$ cat src/rtl/grid_write_ctrl.sv
// grid_write_ctrl: owns the grid cell-state vector, serialises user/system writes
// with round-robin arbitration, and runs a cell-by-cell clear sweep that pre-empts both.
module grid_write_ctrl #(
  parameter int SIZE_X      = 10,
  parameter int SIZE_Y      = 10,
  parameter int CELL_BITS   = 1,
  parameter int CLEAR_VALUE = 0,
  parameter int XBITS       = $clog2(SIZE_X),
  parameter int YBITS       = $clog2(SIZE_Y),
  parameter int GDBITS      = CELL_BITS * SIZE_X * SIZE_Y
) (
  input  logic                 clk,
  input  logic                 rst,
  input  logic                 clear_req,
  output logic                 clear_busy,
  input  logic                 usr_valid,
  output logic                 usr_ready,
  input  logic [XBITS-1:0]     usr_x,
  input  logic [YBITS-1:0]     usr_y,
  input  logic [CELL_BITS-1:0] usr_type,
  input  logic                 sys_valid,
  output logic                 sys_ready,
  input  logic [XBITS-1:0]     sys_x,
  input  logic [YBITS-1:0]     sys_y,
  input  logic [CELL_BITS-1:0] sys_type,
  output logic [GDBITS-1:0]    data,
  output logic                 wr_ack,
  output logic                 wr_err
);

  localparam int NCELLS = SIZE_X * SIZE_Y;
  localparam int CBITS  = (NCELLS > 1) ? $clog2(NCELLS) : 1;
  localparam int IBITS  = (GDBITS > 1) ? $clog2(GDBITS) : 1;
  localparam logic [CELL_BITS-1:0] CLEAR_CELL = CELL_BITS'(CLEAR_VALUE);

  typedef enum logic {IDLE, CLEAR} state_t;
  typedef enum logic {GRANT_USR, GRANT_SYS} grant_t;

  state_t               state;
  state_t               state_next;
  grant_t               last_grant;
  logic [CBITS-1:0]     count;
  logic                 usr_grant;
  logic                 sys_grant;
  logic                 accept_open;
  logic                 xfer;
  logic                 sel_in_range;
  logic                 last_cell;
  logic [XBITS-1:0]     sel_x;
  logic [YBITS-1:0]     sel_y;
  logic [CELL_BITS-1:0] sel_type;
  logic [IBITS-1:0]     wr_index;
  logic [IBITS-1:0]     clr_index;

  // On a tie the port that did not win the previous transfer goes first.
  always_comb begin
    usr_grant    = usr_valid & (~sys_valid | (last_grant == GRANT_SYS));
    sys_grant    = sys_valid & (~usr_valid | (last_grant == GRANT_USR));
    accept_open  = (state == IDLE) & ~clear_req & ~rst;
    usr_ready    = accept_open & usr_grant;
    sys_ready    = accept_open & sys_grant;
    xfer         = usr_ready | sys_ready;
    sel_x        = usr_ready ? usr_x : sys_x;
    sel_y        = usr_ready ? usr_y : sys_y;
    sel_type     = usr_ready ? usr_type : sys_type;
    sel_in_range = (int'(sel_x) < SIZE_X) && (int'(sel_y) < SIZE_Y);
    wr_index     = IBITS'((int'(sel_y) * SIZE_X + int'(sel_x)) * CELL_BITS);
    clr_index    = IBITS'(int'(count) * CELL_BITS);
    last_cell    = (int'(count) == NCELLS - 1);
  end

  always_comb begin
    state_next = state;
    case (state)
      IDLE:    if (clear_req) state_next = CLEAR;
      CLEAR:   if (last_cell) state_next = IDLE;
      default: state_next = IDLE;
    endcase
  end

  assign clear_busy = (state == CLEAR);

  // Reset zeroes the grid outright, even mid-sweep and whatever CLEAR_VALUE is.
  always_ff @(posedge clk) begin
    if (rst) begin
      state      <= IDLE;
      count      <= '0;
      last_grant <= GRANT_SYS;
      data       <= '0;
      wr_ack     <= 1'b0;
      wr_err     <= 1'b0;
    end else begin
      state  <= state_next;
      wr_ack <= 1'b0;
      wr_err <= 1'b0;
      if (state == CLEAR) begin
        data[clr_index +: CELL_BITS] <= CLEAR_CELL;
        count <= last_cell ? '0 : count + 1'b1;
      end else if (xfer) begin
        last_grant <= usr_ready ? GRANT_USR : GRANT_SYS;
        if (sel_in_range) begin
          data[wr_index +: CELL_BITS] <= sel_type;
          wr_ack <= 1'b1;
        end else begin
          wr_err <= 1'b1;
        end
      end
    end
  end

endmodule

$ cat config.mk
export PLATFORM = sky130hd
export DESIGN_NAME = grid_write_ctrl
export DESIGN_NICKNAME = d
export VERILOG_FILES = /design/src/rtl/grid_write_ctrl.sv
export SDC_FILE = /design/constraint.sdc
export NUM_CORES = 1
export LEC_CHECK = 0
export BUFFER_PORTS_ARGS = -buffer_cell sky130_fd_sc_hd__buf_2
export CAP_MARGIN = 20
export CORE_MARGIN = 1.5
export CORE_UTILIZATION = 40
export DETAILED_ROUTE_END_ITERATION = 6
export GPL_TIMING_DRIVEN = 0
export PLACE_DENSITY_LB_ADDON = 0.15
export SETUP_SLACK_MARGIN = 0.05
export SLEW_MARGIN = 10
export SYNTH_ARGS = -nofsm -noshare
export SYNTH_HDL_FRONTEND = slang
export SYNTH_SLANG_ARGS = --single-unit
$ cat constraint.sdc
create_clock -name clk -period 13 [get_ports clk]
set_clock_uncertainty 0.1 [all_clocks]
set_input_delay 1.3 -clock clk [delete_from_list [all_inputs] [get_ports clk]]
set_output_delay 1.3 -clock clk [all_outputs]
set_load 0.05 [all_outputs]
==> results of run 1 <==
==> worst max-delay path, cell delays in order <==
cell and delay, ps:
buf_6 120, nor3_2 350, nand3_1 340, clkinv_1 270
mux2i_1 330, xor2_1 240, ha_1 310, and3_1 190
or3_1 410, a222oi_1 660, and2_1 300, nand2_1 70
o22ai_1 710, nand3_1 550, o31ai_1 380
==> registers in the layout, summed over array words and instances (netlist names) <==
signal / count
count: 7
clear_busy: 1
data: 100
wr_err: 1
wr_ack: 1
last_grant: 1
==> power by group through the flow <==
stage | Combinational (W) | Sequential, W | Clock (W)
5_1_grt | 0.000295 | 0.000342 | 0.000300
4_1_cts | 0.000270 | 0.000342 | 0.000283
6_report | 0.000282 | 0.000342 | 0.000283
2_1_floorplan | 0.000176 | 0.000352 | 0
3_3_place_gp | 0.000269 | 0.000350 | 0
3_5_place_dp | 0.000269 | 0.000350 | 0
==> worst max path at each step <==
stage | start | end | slack [ps]
floorplan | rst | data[72] | 7240
global placement | rst | data[91] | 6370
detailed placement | rst | data[91] | 6370
CTS | rst | data[91] | 6750
global route | rst | data[85] | 6260
finish | rst | data[43] | 6640
==> layout make-up <==
type                       instances  area share
multi-input combinational        776      0.5592
timing repair buffer             127     0.07426
clock inverter                     6    0.006381
tap                              229     0.03321
inverter                          15    0.006526
clock buffer                      10     0.02654
sequential                       111      0.2576
buffer                            71     0.03626
==> through the flow <==
| stage | cell area (um2) | utilization | hold slack [ps] | cells |
|---|---|---|---|---|
| after detailed placement | 8343 | 0.4613 | 363.2 | 1329 |
| after floorplan | 7410 | - | 396.8 | 973 |
| after global placement | 8327 | 0.4604 | 362.4 | 1328 |
| after global routing | 8627 | 0.4770 | 400.5 | 1345 |
| final | 8627 | 0.4770 | 371.0 | 1345 |
| after CTS | 8627 | 0.4770 | 375.0 | 1345 |
==> routing by layer <==
metal / vias to the layer above / track usage / part of all wire
met5: - / 0 / 0
li1: 3913 / - / -
met4: 0 / 0.1551 / 0.044
met3: 91 / 0.06423 / 0.10
met2: 512 / 0.4766 / 0.42
met1: 4022 / 0.4381 / 0.43
==> placed cells by master, fill, tap and decap left out, types with 22 or more instances in the layout <==
master	instances
o2111ai_1	31
o31ai_1	46
dfxtp_1	111
nand3_1	44
clkbuf_1	51
o21ai_0	51
nor2_1	90
a21oi_1	54
nor3b_1	26
buf_2	136
and2_1	23
nand2_1	146
a21o_1	22
==> kinds of logic (layout without fill, tap and decap cells) <==
family / count (synthesis) / count (layout) / share of synthesized area
AOI/OAI and AO/OA: 324 / 324 / 0.3180
xor gates and xnor gates: 18 / 18 / 0.02313
adders and majority gates: 14 / 14 / 0.02465
buffers and inverters: 86 / 229 / 0.04981
DFF: 111 / 111 / 0.2999
muxes: 5 / 5 / 0.006755
and+or+nand+nor: 415 / 415 / 0.2778
==> results.yml, run 1 <==
sta:
  fin_crit_sh: 0.4890
  worst_slew_pin_slew_ps: 1072
  slew_violations: 0
  setup_violations: 0
  rsz0062_at_grt: "no"
  period_needed_ps: 6357
  max_freq_mhz: 157.3
  slew-limit-headroom: 0.2839
  fin_ws_ps: 6643
  tns_ps: 0
  hold_violations: 0
placed_design:
  gp_congestion: 0.9695
  io_buffer_count: 126
  place_ws_ps: 6367
  hpwl_um: 23320
floorplan:
  boundaryPins: 128
  core_um2: 18090
  die_x_um: 139.1
  die_area_um2: 19350
  std_cell_rows: 49
  start_util: 0.4097
  die_y_um: 139.1
min_path:
  holdPathEnd: "data[5]"
  min_path_cells: 2
  min-delay-path-class: "reg2reg"
  min_from: "data[5]"
global_routing:
  overflow: 0
  grt_pass1_vias: 7826
  grt_usage: 0.3190
  grt_max_degree: 20
  antenna_found_initial: 0
  grt_pass1_wl_um: 47160
synthesis:
  synth.distinct_cells: 74
  yosysMostFrequentCell: "nand2_1"
  netlist_top_cells_count: "146 x nand2_1, 111 x dfxtp_1, 90 x nor2_1, 54 x a21oi_1, 51 x o21ai_0"
  yosysTopAreaCell: "dfxtp_1"
  synth-edff-count: 0
  syn_area_um2: 7410
  synth.top_cell.area_share: 0.2999
  netlist_instances: 973
  seq_area_frac_synth: 0.2999
  synthArstFlopShare: 0
  avgSynthCellArea_um2: 7.615
  ys.flop_type: "dfxtp_1"
  syn_nets: 1010
  synth_area_leaders: "dfxtp_1 30%, nand2_1 7.4%, o31ai_1 4.7%, nor2_1 4.6%, o2111ai_1 3.7%"
  yosys_warnings: 0
  ys_ff_latch: 111
final_layout:
  diodes: 0
  final_nets: 1148
  drive_above_1_share: 0.1711
  multi_input_area_um2: 4825
  area_growth_pct: 16.43
  register_area_um2: 2222
  nFillCells: 1856
clocking:
  cts_hold_buf: 0
  clock_path_buffers: 2
  clock-sinks: 111
  numCtsBuffers: 9
  htree_levels: 3
  clk_latency_ps: 370
  cts_tree: "done"
  cts_setup_buffers: 0
  clk_pin_slew_ps: 80
  post_cts_resized: 0
  cts_root_buf: "clkbuf_16"
route:
  ant_nets: 0
  routed_wl_um: 31260
  drt-initial-drc-count: 1093
  via_count: 8538
  vias_per_cell: 6.348
  avgRoutedWirePerCell_um: 23.24
  detail_route.first_pass.iterations: 7
  drc: 15
power:
  vdd_drop_max_v: 0.00008340
  p_int_w: 0.0005375
  powerDensity_nw_per_um2: 105.1
  power_frac_seq: 0.377
  finalPower_w: 0.0009069
  p_comb_frac: 0.311
  pwr-share-clk: 0.312
  netSwitchingFraction: 0.4073
  power_switching_w: 0.0003694
  p_leak_nw: 3.108
worst_setup_path:
  critPathKind: "in2reg"
  crit_required_ps: 13190
  worst_r2r_endpoint: "data[43]"
  path_max_fanout: 9
  cp-start-kind: "primary input"
  rrSetupSlack_ps: 7060
  cp-end-kind: "flop"
  reg2regPathDepth: 15
  worst_r2r_startpoint: "clear_busy"
  cp.arrival_ps: 6550
outcome:
  status: "complete, but fails checks"
  violations: "DRC"
run:
  drv_cap: 0
(Power assumes the default switching activity.)
==> run 2: changes to the inputs <==
--- a/config.mk
+++ b/config.mk
@@ -5,6 +5,7 @@
 export SDC_FILE = /design/constraint.sdc
 export NUM_CORES = 1
 export LEC_CHECK = 0
+export ABC_AREA = 1
 export BUFFER_PORTS_ARGS = -buffer_cell sky130_fd_sc_hd__buf_2
 export CAP_MARGIN = 20
 export CORE_MARGIN = 1.5
==> constraint.sdc (replaced) <==
create_clock -name clk -period 6.3 [get_ports clk]
set_clock_uncertainty 0.1 [all_clocks]
set_input_delay 0.63 -clock clk [delete_from_list [all_inputs] [get_ports clk]]
set_output_delay 0.63 -clock clk [all_outputs]
set_load 0.05 [all_outputs]
==> results.yml, run 2 <==
final_layout:
  largest_reg_flops: 100
  mostFrequentLayoutCells: "344 x nand2_1, 187 x nor2_1, 151 x buf_2, 135 x nand3_1, 111 x dfxtp_1"
  reg_top3: "data x100, count x7"
  top_register: "data"
  final_area_um2: 9034
  final_nets: 1458
  layout_commonest_cell: "nand2_1"
  fin_cells: 1686
  drive_above_1_share: 0.1571
  diodes: 0
  area_growth_pct: 16.26
sta:
  slew-limit-headroom: 0.4226
  max_freq_mhz: 197.2
  period_needed_ps: 5071
  worst_slew_pin_slew_ps: 859.5
  fin_crit_sh: 0.8049
  setup_violations: 0
  hold_violations: 0
  rsz0062_at_grt: "no"
  tns_ps: 0
  slew_violations: 0
synthesis:
  synth_area_leaders: "dfxtp_1 29%, nand2_1 17%, nor2_1 9.0%, nand3_1 8.7%, nand4_1 4.6%"
  yosysTopAreaCell: "dfxtp_1"
  yosysMostFrequentCell: "nand2_1"
  synth_xor_area_frac: 0.01675
  synth_mux_area_frac: 0
  synth.top_cell.area_share: 0.2860
  synth_compound_area_frac: 0.1068
  synthAdderAreaFrac: 0.02351
  avgSynthCellArea_um2: 6.051
  ys_ff_latch: 111
  ys.flop_type: "dfxtp_1"
  synth-simple-area-share: 0.4731
  netlist_top_cells_count: "344 x nand2_1, 187 x nor2_1, 135 x nand3_1, 111 x dfxtp_1, 81 x inv_1"
  syn_nets: 1321
  synth_top_family_by_area: "simple AND/OR/NAND/NOR gates"
  synthArstFlopShare: 0
  yosys_warnings: 0
  synth.distinct_cells: 43
  synth-edff-count: 0
  syn_area_um2: 7770
  netlist_instances: 1284
  seq_area_frac_synth: 0.2860
global_routing:
  antenna_found_initial: 0
  grt_pass1_vias: 8209
  grt_usage: 0.3187
  grt_max_degree: 20
  grt_pass1_wl_um: 48140
  overflow: 0
worst_setup_path:
  critPathKind: "reg2reg"
  cpPeakStageDelay_ps: 650
  cp-start-kind: "flop"
  cp.arrival_ps: 5250
  worst_r2r_endpoint: "data[22]"
  crit_required_ps: 6470
  path_max_fanout: 10
  worst_r2r_startpoint: "clear_busy"
  endpoint: "data[22]"
  crit_slowest_cell: "nor3_2"
  crit_top_cell: "nand2_1"
  cp-end-kind: "flop"
  critical-path-top-delay-family: "simple AND/OR/NAND/NOR gates"
  rrSetupSlack_ps: 1230
  cp.depth: 24
  cp_cell_sequence: "inv_2 > nand2_2 > nor2_4 > nand2_2 > buf_2 > o21ai_0 > ha_1 > ha_1 > ha_1 > nand2_1 > inv_1 > nand3_1 > nand2_1 > nand3_1 > nand2_1 > nand2_1 > nand3_2 > nand4_1 > nor3_2 > nand4_1 > nand2_1 > nand2_1 > nand2_1 > nor2_1"
  crit_buf_inv: 3
  crit_start: "clear_busy"
  reg2regPathDepth: 24
run:
  drv_cap: 0
clocking:
  cts_tree: "done"
  clk_latency_ps: 370
  post_cts_resized: 0
  numCtsBuffers: 9
  clock-sinks: 111
  htree_levels: 3
  clock_path_buffers: 2
  cts_hold_buf: 0
  clk_pin_slew_ps: 80
  cts_root_buf: "clkbuf_16"
  cts_setup_buffers: 0
min_path:
  min-delay-path-class: "reg2reg"
  min_from: "data[39]"
route:
  drc: 0
  avgRoutedWirePerCell_um: 19.22
  wl_met2_um: 14090
  wl_met1_um: 14310
  drt-initial-drc-count: 1005
  wl_met3_um: 2734
  vias_per_cell: 5.513
  via_count: 9295
  dr.max_layer_used: "met4"
  detail_route.first_pass.iterations: 5
  ant_nets: 0
  routed_wl_um: 32400
placed_design:
  post-place-cells: 1670
  io_buffer_count: 126
  gp_congestion: 0.9880
  hpwl_um: 24960
  placed_cell_area_um2: 8726
outcome:
  status: "finished clean"
floorplan:
  die_x_um: 142.4
  die_y_um: 142.4
  boundaryPins: 128
  std_cell_rows: 50
  core_um2: 18890
  die_area_um2: 20270
  start_util: 0.4113
power:
  powerDensity_nw_per_um2: 230.4
  p_leak_nw: 4.271
  vdd_drop_max_v: 0.0001419
[run 2: changes by cell type after synthesis, sizes merged, moves of 33 or more]
cell	change
inv	+79
nand2	+202
nand3	+89
nand4	+48
nor2	+105
nor3	+33
o31ai	-45
[run 2: worst min path at each step]
stage / cells after the start / endpoint / slack [ps]
floorplan: 2 / last_grant / 410
finish: 2 / data[39] / 380
CTS: 2 / data[39] / 380
global route: 2 / data[74] / 410
global placement: 2 / data[47] / 360
detailed placement: 2 / data[39] / 370
[run 2: metrics by stage]
step | worst slack [ps] | hold WS, ps | utilization | power, W
2_1_floorplan | 1957 | 406.0 | - | 0.001192
3_3_place_gp | 1173 | 363.4 | 0.4619 | 0.001437
3_5_place_dp | 1148 | 366.2 | 0.4619 | 0.001436
4_1_cts | 1315 | 384.2 | 0.4781 | 0.002056
5_1_grt | 905.8 | 408.7 | 0.4781 | 0.002148
6_report | 1229 | 377.5 | 0.4781 | 0.002081
[run 2: power by group]
group	internal (W)	total, W	switching, W	leakage, nW
Combinational	0.000140	0.000743	0.000603	3.23
Clock	0.000317	0.000626	0.000309	0.148
Sequential	0.000706	0.000712	0.00000541	0.895
Total	0.00116	0.00208	0.000917	4.27
[run 2: kinds of logic after synthesis]
logic type	count (synthesis)
simple gates	818
buf+inv	176
compound gates	151
flops	111
xor+xnor	14
fa+ha+maj	14
[run 2: worst reg2reg max path: cells and delay by family, from the launching register on]
family | cells | cell delay (ps)
and+or+nand+nor | 17 | 2720
buffers and inverters | 3 | 440
adders and majority gates | 3 | 850
DFF | 1 | 430
AOI/OAI and AO/OA | 1 | 410
[run 2: area by class of cell]
| type | instances | area (um2) |
|---|---|---|
| fillers | 2133 | 9859 |
| multi-input cells | 997 | 4818 |
| flip-flops and latches | 111 | 2222 |
| repair buffers | 126 | 630.6 |
| plain buffers | 80 | 369.1 |
| inverters | 96 | 360.3 |
| well taps | 260 | 325.3 |
| clock buffers | 10 | 229.0 |
| clock inverters | 6 | 78.83 |
[run 2: per-layer routing]
metal	up-vias	global-route usage
li1	4524	-
met3	71	0.04172
met4	0	0.1291
met5	-	0
met2	430	0.4960
met1	4270	0.4446
